`config.mk`:
```
export PLATFORM = sky130hd
export DESIGN_NAME = bitserial_alu_ctrl
export DESIGN_NICKNAME = d
export VERILOG_FILES = /design/src/rtl/alu_ctrl_pkg.sv /design/src/rtl/alu_bit_slice.sv /design/src/rtl/bitserial_alu_ctrl.sv
export SDC_FILE = /design/constraint.sdc
export NUM_CORES = 1
export LEC_CHECK = 0
export BUFFER_PORTS_ARGS = -buffer_cell sky130_fd_sc_hd__buf_2
export CORE_MARGIN = 5
export CORE_UTILIZATION = 28
export CTS_CLUSTER_SIZE = 10
export DETAILED_ROUTE_END_ITERATION = 16
export SYNTH_ARGS = -nofsm -noshare
export SYNTH_HDL_FRONTEND = slang
export SYNTH_SLANG_ARGS = --single-unit
```
`constraint.sdc`:
```
create_clock -name clk -period 2.6 [get_ports clk]
set_input_delay 0.26 -clock clk [delete_from_list [all_inputs] [get_ports clk]]
set_output_delay 0.26 -clock clk [all_outputs]
set_load 0.005 [all_outputs]
```
`src/rtl/alu_ctrl_pkg.sv`:
```
// Shared constants for the bit-serial ALU sequencer: opcodes, FSM encoding,
// opcode-to-slice select decode and the reversible-gate primitives used by the slice.
package alu_ctrl_pkg;

  localparam logic [2:0] OP_ADD   = 3'b000;
  localparam logic [2:0] OP_SUB   = 3'b001;
  localparam logic [2:0] OP_AND   = 3'b010;
  localparam logic [2:0] OP_OR    = 3'b011;
  localparam logic [2:0] OP_XOR   = 3'b100;
  localparam logic [2:0] OP_XNOR  = 3'b101;
  localparam logic [2:0] OP_NOTA  = 3'b110;
  localparam logic [2:0] OP_PASSA = 3'b111;

  localparam logic [1:0] ST_IDLE = 2'd0;
  localparam logic [1:0] ST_RUN  = 2'd1;
  localparam logic [1:0] ST_DONE = 2'd2;

  // Select bit positions and function field values for the 1-bit slice.
  localparam int SEL_INVB = 0;
  localparam int SEL_CEN  = 1;

  localparam logic [1:0] FN_SUM  = 2'b00;
  localparam logic [1:0] FN_AND  = 2'b01;
  localparam logic [1:0] FN_OR   = 2'b10;
  localparam logic [1:0] FN_PASS = 2'b11;

  // In the pass function B is unused, so the invert bit is reused to invert A.
  localparam logic [3:0] SEL_ADD   = {FN_SUM,  2'b10};
  localparam logic [3:0] SEL_SUB   = {FN_SUM,  2'b11};
  localparam logic [3:0] SEL_AND   = {FN_AND,  2'b00};
  localparam logic [3:0] SEL_OR    = {FN_OR,   2'b00};
  localparam logic [3:0] SEL_XOR   = {FN_SUM,  2'b00};
  localparam logic [3:0] SEL_XNOR  = {FN_SUM,  2'b01};
  localparam logic [3:0] SEL_NOTA  = {FN_PASS, 2'b01};
  localparam logic [3:0] SEL_PASSA = {FN_PASS, 2'b00};

  localparam logic [31:0] SEL_TABLE = {SEL_PASSA, SEL_NOTA, SEL_XNOR, SEL_XOR,
                                       SEL_OR,    SEL_AND,  SEL_SUB,  SEL_ADD};

  function automatic logic [3:0] decode_sel(input logic [2:0] op);
    return SEL_TABLE[{op, 2'b00} +: 4];
  endfunction

  // Feynman (controlled-NOT) cell: target output only.
  function automatic logic cnot(input logic ctrl, input logic tgt);
    return tgt ^ ctrl;
  endfunction

  // Toffoli (controlled-controlled-NOT) cell: target output only.
  function automatic logic toffoli(input logic c1, input logic c2, input logic tgt);
    return tgt ^ (c1 & c2);
  endfunction

endpackage

```
`src/rtl/alu_bit_slice.sv`:
```
// Combinational 1-bit function-generator slice built from CNOT/Toffoli cells.
// s[0] inverts B (or A in pass mode), s[1] enables the carry chain, s[3:2] picks the function.
module alu_bit_slice
  import alu_ctrl_pkg::*;
(
  input  logic       a,
  input  logic       b,
  input  logic       cin,
  input  logic [3:0] s,
  output logic       r,
  output logic       cout
);

  logic bx;
  logic cin_g;
  logic p;
  logic g;
  logic sum;
  logic c_raw;

  assign bx    = cnot(s[SEL_INVB], b);
  assign cin_g = toffoli(s[SEL_CEN], cin, 1'b0);
  assign p     = cnot(a, bx);
  assign g     = toffoli(a, bx, 1'b0);
  assign sum   = cnot(p, cin_g);
  // Generate and propagate-with-carry are mutually exclusive, so XOR acts as OR here.
  assign c_raw = toffoli(p, cin_g, g);
  assign cout  = toffoli(s[SEL_CEN], c_raw, 1'b0);

  // NOTE: assign a default before the case so every path drives r and no latch is inferred.
  always_comb begin
    r = sum;
    case (s[3:2])
      FN_SUM:  r = sum;
      FN_AND:  r = g;
      FN_OR:   r = cnot(p, g);
      FN_PASS: r = cnot(a, s[SEL_INVB]);
      default: r = sum;
    endcase
  end

endmodule

```
`src/rtl/bitserial_alu_ctrl.sv`:
```
// Sequencer that runs one alu_bit_slice LSB-first over WIDTH bits, one bit per clock,
// with the ripple carry held in a register between bits.
module bitserial_alu_ctrl
  import alu_ctrl_pkg::*;
#(
  parameter  int WIDTH = 8,
  localparam int CNT_W = $clog2(WIDTH)
) (
  input  logic             clk,
  input  logic             rst,
  input  logic             start,
  input  logic [2:0]       op,
  input  logic [WIDTH-1:0] a,
  input  logic [WIDTH-1:0] b,
  output logic             busy,
  output logic             done,
  output logic [WIDTH-1:0] result,
  output logic             carry_out,
  output logic             zero
);

  localparam logic [CNT_W-1:0] LAST_BIT = CNT_W'(WIDTH - 1);

  logic [1:0]       state;
  logic [CNT_W-1:0] cnt;
  logic             carry_q;
  logic [WIDTH-1:0] a_l;
  logic [WIDTH-1:0] b_l;
  logic [2:0]       op_l;
  logic [WIDTH-1:0] shreg;
  logic [WIDTH-1:0] shreg_next;
  logic [3:0]       sel;
  logic             r_bit;
  logic             cout_bit;

  assign sel        = decode_sel(op_l);
  assign shreg_next = {r_bit, shreg[WIDTH-1:1]};

  alu_bit_slice u_slice (
    .a    (a_l[cnt]),
    .b    (b_l[cnt]),
    .cin  (carry_q),
    .s    (sel),
    .r    (r_bit),
    .cout (cout_bit)
  );

  // NOTE: reset is synchronous and sampled inside the clocked block; all state uses
  // non-blocking assignments so every register sees pre-edge values of the others.
  always_ff @(posedge clk) begin
    if (rst) begin
      state     <= ST_IDLE;
      cnt       <= '0;
      carry_q   <= 1'b0;
      a_l       <= '0;
      b_l       <= '0;
      op_l      <= OP_ADD;
      shreg     <= '0;
      result    <= '0;
      carry_out <= 1'b0;
      zero      <= 1'b0;
    end else begin
      case (state)
        ST_IDLE: begin
          if (start) begin
            a_l     <= a;
            b_l     <= b;
            op_l    <= op;
            carry_q <= (op == OP_SUB);
            cnt     <= '0;
            state   <= ST_RUN;
          end
        end
        ST_RUN: begin
          shreg   <= shreg_next;
          carry_q <= cout_bit;
          cnt     <= cnt + 1'b1;
          // Outputs are only published here so they never glitch mid-operation.
          if (cnt == LAST_BIT) begin
            result    <= shreg_next;
            carry_out <= cout_bit;
            zero      <= (shreg_next == '0);
            state     <= ST_DONE;
          end
        end
        ST_DONE: state <= ST_IDLE;
        default: state <= ST_IDLE;
      endcase
    end
  end

  assign busy = (state != ST_IDLE);
  assign done = (state == ST_DONE);

endmodule

```
* Yosys cells after proc, flatten, opt, wreduce, memory -nomap -nowiden
Index checks and enable logic that the tools add are counted.
** Storage, ports and cells
- Output and inout bits :: 12
- Word-level logic and storage cells :: 53
- Bits of input ports :: 22
- Bits in registers :: 43
** Cells by class
- $lt $le $gt $ge :: 1
- Equality and inequality tests :: 9
- Reductions and logical operators :: 9
- Multiplexer cells :: 12
- Bitwise logic cells :: 10
- Shift operators :: 1
- Add/sub/neg operators :: 1
** Operator list (number)
- $shiftx 32x6->4 const A :: 1
- $logic_not 8->1 :: 1
- $reduce_and 2->1 :: 4
- $bmux 1 s3 :: 2
- $eq 2x2->1 const B :: 3
- $pmux 3 s2 :: 1
- $xor 1x1->1 :: 6
- $and 1x1->1 :: 4
- $eq 2x1->1 const B :: 2
- $logic_not 2->1 :: 2
- $lt 3x4->1 const B :: 1
- $mux 2 :: 2
- $ne 2x2->1 const B :: 2
- $pmux 1 s4 :: 1
- $pmux 2 s2 :: 1
- $reduce_bool 2->1 :: 2
- $add 3x1->3 const B :: 1
- $eq 3x1->1 const B :: 1
- $eq 3x3->1 const B :: 1
- $mux 1 :: 3
- $mux 3 :: 1
- $pmux 1 s2 :: 1

* Logic depth before layout (Yosys ltp)
- Depth after elaboration :: 8
- Depth in mapped cells :: 11
- Depth with buffers taken out :: 11

* Hierarchy
From an unflattened synthesis, not the netlist that was laid out.
** Second synthesis, totals
- Cell total of the unflattened synthesis :: 216
- Area total of the unflattened synthesis :: 1861.8 um^2
** Modules (own cells, without submodules)
- bitserial_alu_ctrl :: area each 1757.9 um^2, instances 1, cells an instance 202, sequential area each 840.8 um^2
- alu_bit_slice :: area each 103.8 um^2, instances 1, cells an instance 14, sequential area each 0.0 um^2

* Least setup slack after synthesis
No wires, ideal clock.
- Path type :: reg-to-reg
- Start :: register cnt[0]
- End :: register shreg[7]
- Data required time :: 2468 ps
- Clock period less this slack :: 2263 ps
- Path buffers :: 1
- Path slack :: 337 ps
- Library setup time :: 132 ps
- Arrival time :: 2131 ps
- Cell stages (with the launch flop) :: 10
- Cell sequence :: dfxtp_1 -> buf_6 -> mux4_1 -> mux2i_1 -> xnor2_1 -> ha_1 -> o211ai_1 -> o21ai_0 -> a221oi_2 -> a21oi_1
** On the way
- Cells in the longest elaborated chain, start to end :: 6
- Elaborated cells between the ends (all ways) :: 11
- Those cells by class :: mux (5); bitwise (6)
** RTL lines
- from (decl) :: RTL line bitserial_alu_ctrl.sv:25 : logic [CNT_W-1:0] cnt;
- from (signal assigned) :: RTL line bitserial_alu_ctrl.sv:77 : cnt <= cnt + 1'b1;
- $bmux 1 s3 :: RTL line bitserial_alu_ctrl.sv:41 : .b (b_l[cnt]),
- $mux 1 (implied by the code) :: RTL line bitserial_alu_ctrl.sv:41
- $xor 1x1->1 :: RTL line alu_ctrl_pkg.sv:46 : return tgt ^ ctrl;
- $and 1x1->1 / $xor 1x1->1 (equally long branches) :: RTL line alu_ctrl_pkg.sv:51, alu_ctrl_pkg.sv:46
- $xor 1x1->1 :: RTL line alu_ctrl_pkg.sv:46
- $pmux 1 s4 * :: RTL line alu_bit_slice.sv:33 : case (s[3:2])
- to (signal assigned) :: RTL line bitserial_alu_ctrl.sv:75 : shreg <= shreg_next;
- to (decl) :: RTL line bitserial_alu_ctrl.sv:30 : logic [WIDTH-1:0] shreg;
Every way passes the cells marked *; elsewhere a longest branch is shown, timed or not. The select of a mux whose other input is x is not followed.
A chain may end at the register's enable or synchronous reset.

* Worst setup path after layout
- Start :: register cnt[0]
- End :: register result[7]
** On the way
- Cells in the longest elaborated chain, start to end :: 6
- Elaborated cells between the ends (all ways) :: 13
- Those cells by class :: eq/ne (1); mux (5); bitwise (6); reduce/logical (1)
** RTL lines
- $bmux 1 s3 :: RTL line bitserial_alu_ctrl.sv:41
- $mux 1 (implied by the code) :: RTL line bitserial_alu_ctrl.sv:41
- $xor 1x1->1 :: RTL line alu_ctrl_pkg.sv:46
- $and 1x1->1 / $xor 1x1->1 (equally long branches) :: RTL line alu_ctrl_pkg.sv:51, alu_ctrl_pkg.sv:46
- $xor 1x1->1 :: RTL line alu_ctrl_pkg.sv:46
- $pmux 1 s4 :: RTL line alu_bit_slice.sv:33
- to (signal assigned) :: RTL line bitserial_alu_ctrl.sv:80 : result <= shreg_next;
- to (decl) :: RTL line bitserial_alu_ctrl.sv:17 : output logic [WIDTH-1:0] result,
Parallel ways exist; a longest one is shown, timed or not. The select of a mux whose other input is x is not followed.

==> results.txt <==
Worst-skew pair later-pin latency = 0.30 ns
XOR/XNOR Fraction of Synth Area = 0.0141
Most frequent cells in the layout = 73 x nand2_1, 41 x a21oi_1, 41 x dfxtp_1, 33 x buf_2
Fin nets = 287
Simple logic cell fraction of the synthesized area = 0.223
Mapped Nets = 256
Layout cells sized above 1 = 0.204
Complex-gate fraction of the synthesized area = 0.147
Fin. max-slew vios = 0
CTS buffer count = 5
Ys flop type = dfxtp_1
Die area = 0.00839 mm^2
Setup slack, reg-to-reg = 0.29 ns
Commonest non-fill, non-tap cell in the layout = nand2_1
Relative slew slack = 0.529
VDD IR-drop max = 0.227 mV
Post-synth EDFFs = 0
Vias in the first global route = 1490
R2R depth = 8
Max-cap violations = 0
Post-CTS Hold Fix Bufs = 0
Area growth from synthesis to layout = 17.2%
GP Congestion = 0.763
Setup Viol. Count Final = 0
Synth area leader = dfxtp_1
Reg area = 842 um^2
Synthesis Warnings = 0
Initial antenna violation count = 0
Largest family of logic cells by synthesized area = simple AND/OR/NAND/NOR gates
CTS H-tree lvls = 2
Clock-pin transition on the worst setup and hold timing paths = 0.09 ns
Root buf cell = clkbuf_8
Multi-input logic area = 937 um^2
Overall Global Routing Usage = 0.0993
Antenna Cells = 0
Worst Hold End = a_l[2]
# DRC = 0
CP arrival = 2.49 ns
Crit Path Max Fanout = 6
DR vias/cell = 4.60
DRT Wirelength = 3.99 mm
Starting Density = 0.290
Final Skew = 0.0113 ns
Clock buffer depth = 2
ANT nets after route = 0
Outcome = complete, no violations
Max Freq = 432 MHz
Total power = 1.26 mW
IO buf count = 33
Synth Register Bits = 42
Hold Path Stages = 3
Mean Syn Cell Area = 8.18 um^2
Ports = 34
HPWL Detailed = 2.96 mm
Crit Path Class = reg2reg
Final worst path period need = 2.31 ns
Post-place setup slack = 0.195 ns
Worst setup SP type = flop
Core area = 0.00642 mm^2
Post-Syn Area = 0.00186 mm^2
Fillers = 667
CTS tree = yes
Largest net degree at the start of global routing = 25
Final Cycle Share = 0.889
Sink Count = 42
First-pass DRT Iterations = 4
RSZ-0062 raised after global routing = no
Mux share of post-synthesis cell area = 0.0779
Top cells by area, synth = dfxtp_1 45%, nand2_1 15%, a21oi_1 11%, ha_1 4.0%, mux2i_1 3.8%
Synth Area in Adders = 0.0403
GR Overflow Total = 0
Wirelength per Cell = 11.8 um
Global-route wire length before repair = 6.80 mm
Synth unique cells = 31
Via count = 1550
Setup TNS = 0 ns
Die span in x = 91.6 um
Final Hold Fails = 0
PD cells = 574 mW/mm^2
Worst reg2reg endpoint = result[7]
R2R Path Start = cnt[0]
DRT iter0 DRCs = 67
Syn Inst Count = 228
Row count = 29
Crit path capture type = flop
Die Y = 91.6 um
Worst Tran Pin Value = 0.704 ns
Hold Startpoint = a[2]
Asr flop ratio synth = 0
Worst hold-check path type = in2reg
Seq/Total Area, Yosys = 0.451
Leak Pwr = 0.890 nW
Critical path required time = 2.77 ns
Setup ws final = 0.288 ns
Synth top area share = 0.451
-- critical path: stages (launching register included) --
cell,delay [ns]
dfxtp_2,0.39
mux4_1,0.56
mux2i_1,0.17
xnor2_1,0.08
ha_1,0.22
o211ai_1,0.17
o21ai_0,0.13
a221oi_2,0.36
a21oi_1,0.12
-- kinds of logic (layout without fill, tap and decap cells) --
| kind of cell | Yosys count | in the layout |
|---|---|---|
| simple gates | 98 | 98 |
| compound gates | 50 | 50 |
| flops | 42 | 42 |
| buf+inv | 19 | 51 |
| mux | 10 | 10 |
| fa+ha+maj | 6 | 6 |
| xor+xnor | 3 | 3 |
-- repair_timing --
item                                    CTS  global route
buffers inserted                          0             0
endpoints found under the setup margin    0             1
gates resized for setup                   0             1
-- worst max-delay path by stage --
| stage | slack (ns) | cells past startpoint | endpoint | start |
|---|---|---|---|---|
| finish | 0.29 | 8 | result[7] | cnt[0] |
| global route | 0.07 | 8 | result[7] | cnt[0] |
| CTS | 0.19 | 8 | result[7] | cnt[0] |
| detailed placement | 0.20 | 8 | result[7] | cnt[0] |
| global placement | 0.26 | 8 | result[7] | cnt[0] |
| floorplan | 0.34 | 9 | shreg[7] | cnt[0] |
-- sequential cells by signal, summed over array words and instances, names as in the netlist --
| register | flops |
|---|---|
| a_l | 8 |
| state | 2 |
| result | 8 |
| carry_q | 1 |
| shreg | 7 |
| zero | 1 |
| op_l | 3 |
| carry_out | 1 |
| b_l | 8 |
| cnt | 3 |
-- through the flow --
stage	util	area (um^2)	instances	hold WS [ns]
floorplan	-	1860	228	0.340
global placement	0.326	2090	329	0.442
detailed placement	0.326	2090	329	0.448
CTS	0.340	2180	337	0.184
global route	0.340	2190	337	0.195
finish	0.340	2190	337	0.199
-- layout make-up --
cell class                      count  area share
Clock inverter                      3      0.0109
Multi-Input combinational cell    167       0.429
Timing Repair Buffer               37      0.0893
Tap cell                           77      0.0441
Clock buffer                        5      0.0315
Sequential cell                    42       0.385
Inverter                            6      0.0103
-- power by group --
| part | leakage (nW) | switching (mW) | total (mW) | internal, mW |
|---|---|---|---|---|
| clock | 0.0408 | 0.234 | 0.426 | 0.192 |
| sequential | 0.342 | 0.0188 | 0.686 | 0.667 |
| combinational | 0.507 | 0.0817 | 0.145 | 0.0629 |
-- routing by layer --
layer / up-vias / track usage / part of all wire
met4: 0 / 0.0339 / 0.013
met1: 693 / 0.134 / 0.50
met2: 29 / 0.153 / 0.45
met3: 4 / 0.0264 / 0.038
met5: - / 0 / 0
li1: 824 / - / -
-- cells in the mapped netlist (all sizes together) (2+ instances only) --
cell type	number
a21oi	41
and2	2
and3	2
buf	5
clkbuf	8
dfxtp	42
ha	6
inv	6
mux2i	7
mux4	3
nand2	74
nand2b	3
nand3	2
nor2	7
nor2b	2
nor3	2
o21ai	4
or2b	2
xor2	2
No activity file was read; power rests on OpenSTA's default activity.
